===== src/rtl/inst_fetch_pkg.sv =====
// ============================================================================
// Module   : inst_fetch_pkg
// Brief    : Shared constants and state encoding for the instruction fetch unit
// Revision : 1.0
// ============================================================================
`default_nettype none

package inst_fetch_pkg;

    localparam int          c_bht_entries = 256;
    localparam logic [31:0] c_reset_pc    = 32'h0000_0000;

    localparam logic [6:0]  c_op_branch   = 7'd99;
    localparam logic [6:0]  c_op_jal      = 7'd111;
    localparam logic [6:0]  c_op_jalr     = 7'd103;

    localparam int          c_state_w     = 2;
    typedef logic [c_state_w-1:0] fetch_state_t;

    localparam fetch_state_t c_st_idle     = 2'd0;
    localparam fetch_state_t c_st_wait_mem = 2'd1;
    localparam fetch_state_t c_st_hold     = 2'd2;
    localparam fetch_state_t c_st_drop     = 2'd3;

endpackage

`default_nettype wire


===== src/rtl/branch_predictor.sv =====
// ============================================================================
// Module   : branch_predictor
// Brief    : Table of 2-bit saturating counters with registered training and
//            combinational lookup (lookup sees the pre-update value)
// Revision : 1.0
// ============================================================================
`default_nettype none

module branch_predictor
    import inst_fetch_pkg::*;
#(
    parameter int BHT_ENTRIES = c_bht_entries,
    parameter int IDX_W       = $clog2(BHT_ENTRIES)
) (
    input  logic             clk,
    input  logic             rst,
    input  logic             rdy,
    input  logic             bp_update,
    input  logic [IDX_W-1:0] bp_idx,
    input  logic             bp_taken,
    input  logic [IDX_W-1:0] lookup_idx,
    output logic             pred_taken
);

    logic [1:0] r_cnt [BHT_ENTRIES];

    always_ff @(posedge clk or negedge rst) begin
        if (!rst) begin
            for (int i = 0; i < BHT_ENTRIES; i++) begin
                r_cnt[i] <= 2'b01;
            end
        end else if (rdy && bp_update) begin
            if (bp_taken) begin
                if (r_cnt[bp_idx] != 2'b11) begin
                    r_cnt[bp_idx] <= r_cnt[bp_idx] + 2'd1;
                end
            end else if (r_cnt[bp_idx] != 2'b00) begin
                r_cnt[bp_idx] <= r_cnt[bp_idx] - 2'd1;
            end
        end
    end

    assign pred_taken = r_cnt[lookup_idx][1];

endmodule

`default_nettype wire


===== src/rtl/inst_fetch.sv =====
// ============================================================================
// Module   : inst_fetch
// Brief    : Single-outstanding instruction fetch with static JAL and BHT-based
//            branch prediction, misprediction flush and decoder back-pressure
// Revision : 1.0
// ============================================================================
`default_nettype none

module inst_fetch
    import inst_fetch_pkg::*;
#(
    parameter int          BHT_ENTRIES = c_bht_entries,
    parameter logic [31:0] RESET_PC    = c_reset_pc
) (
    input  logic        clk,
    input  logic        rst,
    input  logic        rdy,
    input  logic        jp_wrong,
    input  logic [31:0] jp_target,
    input  logic        bp_update,
    input  logic [31:0] bp_pc,
    input  logic        bp_taken,
    input  logic        stall_IF,
    output logic        mem_req,
    output logic [31:0] mem_addr,
    input  logic        mem_valid,
    input  logic [31:0] mem_data,
    output logic        ins_flag,
    output logic [31:0] ins,
    output logic        jp_flag,
    output logic [31:0] jp_pc
);

    localparam int IDX_W = $clog2(BHT_ENTRIES);

    fetch_state_t r_state;
    fetch_state_t w_state_nxt;

    logic [31:0] r_pc;
    logic [31:0] r_req_addr;
    logic [31:0] r_ins;
    logic        r_ins_flag;
    logic        r_jp_flag;
    logic [31:0] r_jp_pc;

    logic        w_bht_taken;
    logic        w_pred_taken;
    logic [31:0] w_next_pc;
    logic        w_outstanding;
    logic        w_unused_bp_pc;

    branch_predictor #(
        .BHT_ENTRIES (BHT_ENTRIES),
        .IDX_W       (IDX_W)
    ) u_bp (
        .clk        (clk),
        .rst        (rst),
        .rdy        (rdy),
        .bp_update  (bp_update),
        .bp_idx     (bp_pc[IDX_W+1:2]),
        .bp_taken   (bp_taken),
        .lookup_idx (r_pc[IDX_W+1:2]),
        .pred_taken (w_bht_taken)
    );

    assign w_unused_bp_pc = ^{bp_pc[31:IDX_W+2], bp_pc[1:0]};

    // Prediction is made on the word arriving this cycle, at the PC it was fetched from
    always_comb begin
        w_pred_taken = 1'b0;
        w_next_pc    = r_pc + 32'd4;
        case (mem_data[6:0])
            c_op_jal: begin
                w_pred_taken = 1'b1;
                w_next_pc    = r_pc + {{11{mem_data[31]}}, mem_data[31], mem_data[19:12],
                                       mem_data[20], mem_data[30:21], 1'b0};
            end
            c_op_branch: begin
                if (w_bht_taken) begin
                    w_pred_taken = 1'b1;
                    w_next_pc    = r_pc + {{19{mem_data[31]}}, mem_data[31], mem_data[7],
                                           mem_data[30:25], mem_data[11:8], 1'b0};
                end
            end
            c_op_jalr: begin
                w_pred_taken = 1'b0;
            end
            default: begin
                w_pred_taken = 1'b0;
            end
        endcase
    end

    assign w_outstanding = ((r_state == c_st_wait_mem) || (r_state == c_st_drop)) && !mem_valid;

    always_ff @(posedge clk or negedge rst) begin
        if (!rst) begin
            r_state <= c_st_idle;
        end else begin
            r_state <= w_state_nxt;
        end
    end

    always_comb begin
        w_state_nxt = r_state;
        if (jp_wrong) begin
            w_state_nxt = w_outstanding ? c_st_drop : c_st_idle;
        end else if (rdy) begin
            case (r_state)
                c_st_idle:     w_state_nxt = c_st_wait_mem;
                c_st_wait_mem: if (mem_valid) w_state_nxt = c_st_hold;
                c_st_hold:     if (!stall_IF) w_state_nxt = c_st_idle;
                c_st_drop:     if (mem_valid) w_state_nxt = c_st_idle;
                default:       w_state_nxt = c_st_idle;
            endcase
        end
    end

    // The request is withheld on a flush cycle so no fetch ever targets a stale PC
    always_comb begin
        mem_req  = 1'b0;
        mem_addr = 32'h0;
        if (rst) begin
            case (r_state)
                c_st_idle: begin
                    if (rdy && !jp_wrong) begin
                        mem_req  = 1'b1;
                        mem_addr = r_pc;
                    end
                end
                c_st_wait_mem, c_st_drop: begin
                    mem_req  = 1'b1;
                    mem_addr = r_req_addr;
                end
                default: begin
                    mem_req  = 1'b0;
                end
            endcase
        end
    end

    always_ff @(posedge clk or negedge rst) begin
        if (!rst) begin
            r_pc       <= RESET_PC;
            r_req_addr <= 32'h0;
            r_ins      <= 32'h0;
            r_ins_flag <= 1'b0;
            r_jp_flag  <= 1'b0;
            r_jp_pc    <= 32'h0;
        end else if (jp_wrong) begin
            r_pc       <= jp_target;
            r_ins_flag <= 1'b0;
        end else if (rdy) begin
            case (r_state)
                c_st_idle: begin
                    r_req_addr <= r_pc;
                end
                c_st_wait_mem: begin
                    if (mem_valid) begin
                        r_ins      <= mem_data;
                        r_jp_pc    <= r_pc;
                        r_jp_flag  <= w_pred_taken;
                        r_ins_flag <= 1'b1;
                        r_pc       <= w_next_pc;
                    end
                end
                c_st_hold: begin
                    if (!stall_IF) begin
                        r_ins_flag <= 1'b0;
                    end
                end
                default: begin
                    r_ins_flag <= 1'b0;
                end
            endcase
        end
    end

    assign ins_flag = r_ins_flag;
    assign ins      = r_ins;
    assign jp_flag  = r_jp_flag;
    assign jp_pc    = r_jp_pc;

endmodule

`default_nettype wire


===== config.mk =====
export PLATFORM = sky130hd
export DESIGN_NAME = inst_fetch
export DESIGN_NICKNAME = d
export VERILOG_FILES = /design/src/rtl/inst_fetch_pkg.sv /design/src/rtl/branch_predictor.sv /design/src/rtl/inst_fetch.sv
export SDC_FILE = /design/constraint.sdc
export NUM_CORES = 2
export LEC_CHECK = 0
export ABC_AREA = 0
export CORE_AREA = 3 3 227 397
export DETAILED_ROUTE_END_ITERATION = 6
export DIE_AREA = 0 0 230 400
export RECOVER_POWER = 50
export SLEW_MARGIN = 5
export SYNTH_ARGS = -nofsm -noshare
export SYNTH_HDL_FRONTEND = slang
export SYNTH_SLANG_ARGS = --single-unit

===== constraint.sdc =====
create_clock -name clk -period 5.85 [get_ports clk]
set_input_delay 0.585 -clock clk [delete_from_list [all_inputs] [get_ports clk]]
set_output_delay 0.585 -clock clk [all_outputs]
set_load 0.01 [all_outputs]

---- Word level (Yosys, flattened, before mapping) ----
Index checks and enable logic that the tools add are counted.
storage, ports and cells
  register bits after elaboration ......... 644
  logic and storage cells ................. 344
cells by class
  $add $sub $neg .......................... 5
  order comparisons ....................... 3
  eq/ne operators ......................... 11
  muxes and demuxes ....................... 39
  bitwise operators ....................... 3
  reduce and logical (&&, ||, !) cells .... 20
operators with widths
  kind                                                         count
  2-to-1 mux 512 bit                                           3
  bitwise mux 512 bit                                          2
  2-to-1 mux 32 bit                                            7
  one-hot mux 32 bit (2 select lines)                          2
  adder 32 bit                                                 2
  adder 32 x 3 -> 32 bit (second input constant)               1
  binary-select mux 2 bit (select 8 bit)                       2
  2-to-1 mux 2 bit                                             11
  greater-or-equal comparator 9 bit (second input constant)    2
  NOT 8 -> 9 bit                                               2
  demux 2 bit (select 8 bit)                                   1
  equality test 7 bit (second input constant)                  2
  AND reduction 4 bit                                          3
  nonzero test 2 bit                                           5
  less-than comparator 9 x 1 -> 1 bit (second input constant)  1
  != test 3 bit (second input constant)                        3
  AND reduction 3 bit                                          3
  one-hot mux 2 bit (4 select lines)                           1
  2-to-1 mux 1 bit                                             7
  equality test 2 bit (second input constant)                  2
  logical AND 1 bit                                            4
  != test 2 bit (second input constant)                        2
  one-hot mux 1 bit (2 select lines)                           2
  one-hot mux 1 bit (3 select lines)                           1
  other kinds (9)                                              10

---- Logic depth before layout (Yosys ltp) ----
  word-level depth ........................ 10
  depth in mapped cells ................... 23

---- By module ----
From an unflattened synthesis, not the netlist that was laid out.
second synthesis, totals
  cell total of the unflattened synthesis .. 3541
  area, all modules ....................... 36617.6 sq um
by module, submodules not included
  module            times used  cells each  area each (sq um)  sequential area each (sq um)
  branch_predictor  1           2311        27266.2            13132.6
  inst_fetch        1           1230        9351.5             3303.2

---- Worst setup path before layout ----
OpenSTA, ideal clock, no wires.
  path kind ............................... input -> register
  from .................................... in bp_pc[3]
  to ...................................... reg u_bp.r_cnt[263] (netlist bit)
  data arrival time ....................... 5.250 ns
  required time ........................... 5.720 ns
  path slack .............................. 0.470 ns
  cell stages on the path ................. 20
  path buffers ............................ 8
  cells stage by stage .................... buf_4 buf_4 buf_2 clkbuf_1 clkbuf_1 mux4_2 mux4_2 mux4_2 mux4_2 ha_1 mux2i_1 and3_1 clkbuf_1 nor2b_1 and2_1 clkbuf_1 clkbuf_1 nand2_1 nand2_1 o21ai_0
on the way
  cells in the longest elaborated chain, start to end .. 8
  elaborated cells between the ends (all ways) .. 21
  those cells by class .................... 2 x add/sub; 2 x order compare; 2 x eq/ne; 10 x mux; 1 x bitwise; 4 x reduce/logical
ends and longest elaborated chain
  element                                                                             RTL line                                        text
  start, declared                                                                     inst_fetch.sv:21                                input logic [31:0] bp_pc,
  NOT 8 -> 9 bit (implied by the code) (*)                                            n/a
  binary-select mux 2 bit (select 8 bit), or another cell as far along                n/a
  2-to-1 mux 2 bit (implied by the code) / logical AND 1 bit (equally long branches)  n/a
  2-to-1 mux 2 bit, on equally long branches                                          n/a
  subtractor 2 x 1 -> 2 bit, or another cell as far along                             branch_predictor.sv:38                          r_cnt[bp_idx] <= r_cnt[bp_idx] - 2'd1;
  bitwise mux 512 bit, on equally long branches                                       branch_predictor.sv:38, branch_predictor.sv:35
  2-to-1 mux 512 bit, on equally long branches                                        branch_predictor.sv:37, branch_predictor.sv:34
  2-to-1 mux 512 bit                                                                  branch_predictor.sv:33                          if (bp_taken) begin
  end signal, assigned by index                                                       branch_predictor.sv:35                          r_cnt[bp_idx] <= r_cnt[bp_idx] + 2'd1;
  end signal, assigned by index                                                       branch_predictor.sv:38
  end, declared                                                                       branch_predictor.sv:25                          logic [1:0] r_cnt [BHT_ENTRIES];
Mark *: on every way between the ends. The rest lies on a longest branch, timed or not. The select of a mux whose other input is x is not followed.
A chain may end at the register's enable or synchronous reset.

---- Final worst setup path ----
  from .................................... in bp_pc[2]
  to ...................................... reg u_bp.r_cnt[139] (netlist bit)
The elaborated chain is that of the path after synthesis.

==> flow_metrics.env <==
export IMPL_status="finished with violations"
export IMPL_violations="capacitance limit, slew limit"
export IMPL_ys_seq_area_frac=0.473
export IMPL_ios=203
export IMPL_finalClockSkew_ns=0.0295
export IMPL_netlist_area_leader_share=0.279
export IMPL_pwr_share_comb=0.221
export IMPL_die_x_um=230
export IMPL_timing_final_crit_share=0.828
export IMPL_drv_cap=5
export IMPL_required_ns=6.35
export IMPL_fin_util=0.462
export IMPL_max_slew_margin=-0.501
export IMPL_cts_resized=0
export IMPL_layout_nets=3739
export IMPL_routabilityCongestion=0.947
export IMPL_clock_power_share=0.341
export IMPL_path_class="primary input to register"
export IMPL_cp_top_family="multiplexers"
export IMPL_drive_gt1_frac=0.217
export IMPL_port_buffers=178
export IMPL_synth_commonest_cells="nand2_1, o21ai_0, dfrtp_1"
export IMPL_slew_viol_final=297
export IMPL_cp_arrival_ns=5.35
export IMPL_die_area_um2=92000
export IMPL_max_freq_mhz=206
export IMPL_swShare=0.306
export IMPL_num_fill_cells=8252
export IMPL_core_area_um2=87000
export IMPL_syn_cell_area_um2=34800
export IMPL_yosysWarnings=0
export IMPL_grt_pass1_vias=28100
export IMPL_synthCells=3468
export IMPL_cts_sinks=644
export IMPL_overflow=0
export IMPL_dpl_hpwl_um=79800
export IMPL_detail_route_antenna_nets=0
export IMPL_start_util=0.400
export IMPL_clk_latency_ns=0.65
export IMPL_wire_per_inst_um=24.2
export IMPL_synth_cell_type_count=66
export IMPL_yosysMostFrequentCell="nand2_1"
export IMPL_routed_wl_um=116000
export IMPL_setup_tns_ns=0
export IMPL_synth_top_area_cell="dfrtp_1"
export IMPL_synth_edf_count=0
export IMPL_peakVddDrop_mv=0.227
export IMPL_setup_viol=0
export IMPL_timing_final_crit_period_ns=4.84
export IMPL_synth_async_sr_flop_share=1.00
export IMPL_cts_clk_slew_worst_paths_ns=0.07
export IMPL_grt_usage=0.252
export IMPL_die_h_um=400
export IMPL_fp_row_count=143
export IMPL_layout_cells_non_filler=4803
export IMPL_synth_area_top_cells="dfrtp_1, dfstp_2, mux4_2"
export IMPL_p_sw_mw=3.65
export IMPL_worstMarginPinSlew_ns=2.24
export IMPL_grt_max_degree=143
export IMPL_crit_path_end_kind="register"
export IMPL_cts_max_level=2
export IMPL_syn_nets=3620
export IMPL_antenna_found_initial=3
export IMPL_first_pass_iters=6
export IMPL_clockBufferDepth=3
export IMPL_slowest_stage="mux4_2"
export IMPL_p_int_mw=8.29
export IMPL_total_power_mw=11.9
export IMPL_power_frac_seq=0.438
export IMPL_holdWs_ns=0.467
export IMPL_synth_avg_cell_area_um2=10.0
export IMPL_ys_flop_type="dfrtp_1"
export IMPL_dp_cells=4684
export IMPL_vias=27400
export IMPL_vias_per_cell=5.71
export IMPL_route_detailed_drc=0
export IMPL_power_density_nw_per_um2=297
export IMPL_slowest_delay_ns=0.56
export IMPL_drtIter0Drc=2045
export IMPL_hold_violations=0
export IMPL_grt_pass1_wl_um=176000
export IMPL_synth_seq_cells=644
export IMPL_root_buffer="clkbuf_16"
export IMPL_crit_chain="buf_8 -> buf_4 -> mux4_2 -> mux4_2 -> mux4_2 -> mux4_2 -> ha_1 -> mux2i_1 -> and3_1 -> buf_4 -> nand2_1 -> nor2_1 -> buf_4 -> nand2_1 -> nand2_1 -> o21ai_0"
export IMPL_crit_buf_inv=4
export IMPL_min_path_type="register to register"
export IMPL_power_leakage_nw=16.0
export IMPL_cts_made_buffers=60
export IMPL_syn2layout_area_growth_pct=15.4
export IMPL_cts_tree="built"
export IMPL_cp_max_fo=44
export IMPL_rsz0062_at_grt="false"
export IMPL_cp_start_kind="primary input"
export IMPL_crit_top_cell="mux4_2"
-- stage by stage --
stage,setup slack [ns],instance area [um^2]
2_1_floorplan,0.470,34800
3_3_place_gp,0.413,38200
3_5_place_dp,0.342,38200
4_1_cts,1.02,40200
5_1_grt,0.655,40100
6_report,1.01,40200
-- final cells by class --
type / instances / area [um^2] / share of cell area
Clock inverter: 24 / 269 / 0.00670
Tap cell: 1160 / 1450 / 0.0361
Inverter: 21 / 78.8 / 0.00196
Sequential cell: 644 / 16400 / 0.409
Antenna cell: 5 / 12.5 / 0.000312
Timing Repair Buffer: 287 / 2740 / 0.0683
Clock buffer: 89 / 1730 / 0.0431
Multi-Input combinational cell: 2573 / 17400 / 0.434
-- layout by cell type, fill, tap and decap left out, types with 6 or more instances in the layout --
cell	Yosys	layout
a211o_1	8	8
a21o_1	24	24
a21oi_1	101	101
a221oi_1	27	27
a22oi_1	23	23
and2_1	13	13
and3_1	13	13
buf_12	0	12
buf_4	11	92
clkbuf_1	179	18
clkbuf_16	0	60
clkbuf_8	0	12
clkdlybuf4s50_1	0	106
clkinv_2	0	14
dfrtp_1	388	386
dfstp_2	256	256
dlygate4sd3_1	0	68
ha_1	46	46
inv_1	20	20
mux2_2	53	53
mux2i_1	23	23
mux4_2	230	230
nand2_1	1078	1078
nand2b_1	16	16
nand3_1	29	29
nand4_1	17	17
nor2_1	80	73
nor2b_1	11	11
nor3_1	36	29
nor3_2	0	7
o211ai_1	12	12
o21a_1	13	13
o21ai_0	509	509
o21bai_1	11	11
o221a_2	7	7
o22ai_1	31	31
o31ai_1	6	6
or2_2	7	7
xnor2_1	53	52
xor2_1	28	27
-- power groups by stage --
| stage | clock network, mW | logic, mW | registers, mW |
|---|---|---|---|
| after floorplan | 0 | 1.41 | 5.30 |
| after global placement | 0 | 2.70 | 5.29 |
| after detailed placement | 0 | 2.73 | 5.31 |
| after CTS | 4.16 | 2.74 | 5.24 |
| after global routing | 4.32 | 2.88 | 5.28 |
| final | 4.07 | 2.65 | 5.23 |
-- cell families after synthesis --
group	share of synthesized area
AOI/OAI and AO/OA	0.134
xor gates and xnor gates	0.0204
adders and majority gates	0.0177
DFF	0.473
and+or+nand+nor	0.153
buffers and inverters	0.0299
muxes	0.173
-- repair_timing --
| item | 4_1_cts | 5_1_grt |
|---|---|---|
| setup buffers | 0 | 0 |
| hold buffers | 1 | 0 |
| hold endpoints to repair | 58 | 0 |
-- worst reg2reg max path, cell delays in order (launching register included) --
cell and delay (ns):
dfrtp_1 0.32, clkbuf_1 1.41, nand2_1 0.14, nor2_1 1.73, buf_4 0.66, o21ai_0 0.18, a21oi_1 0.14, o21ai_0 0.09
-- routing by layer --
metal	track usage	part of all wire	wire length (um)
met5	0	0	0
met4	0.156	0.074	8610
met3	0.0341	0.050	5860
met1	0.275	0.35	41100
met2	0.463	0.52	60500
-- path summary, 6_finish.rpt --
| check | startpoint | endpoint | slack [ns] | cells past startpoint |
|---|---|---|---|---|
| max in group asynchronous | rst | u_bp.r_cnt[11]$_DFFE_PN0P_ | 2.32 | 4 |
| worst max register to register | r_state[0]$_DFFE_PN0P_ | r_pc[8]$_DFFE_PN0P_ | 1.06 | 7 |
| worst max-delay path | bp_pc[2] | u_bp.r_cnt[139]$_DFFE_PN0P_ | 1.01 | 16 |
| min in group asynchronous | rst | ins[31]$_DFFE_PN0P_ | 0.51 | 2 |
| worst min-delay path | jp_pc[10]$_DFFE_PN0P_ | jp_pc[10]$_DFFE_PN0P_ | 0.47 | 2 |
| worst min register to register | jp_pc[10]$_DFFE_PN0P_ | jp_pc[10]$_DFFE_PN0P_ | 0.47 | 2 |
(Power assumes the default switching activity.)
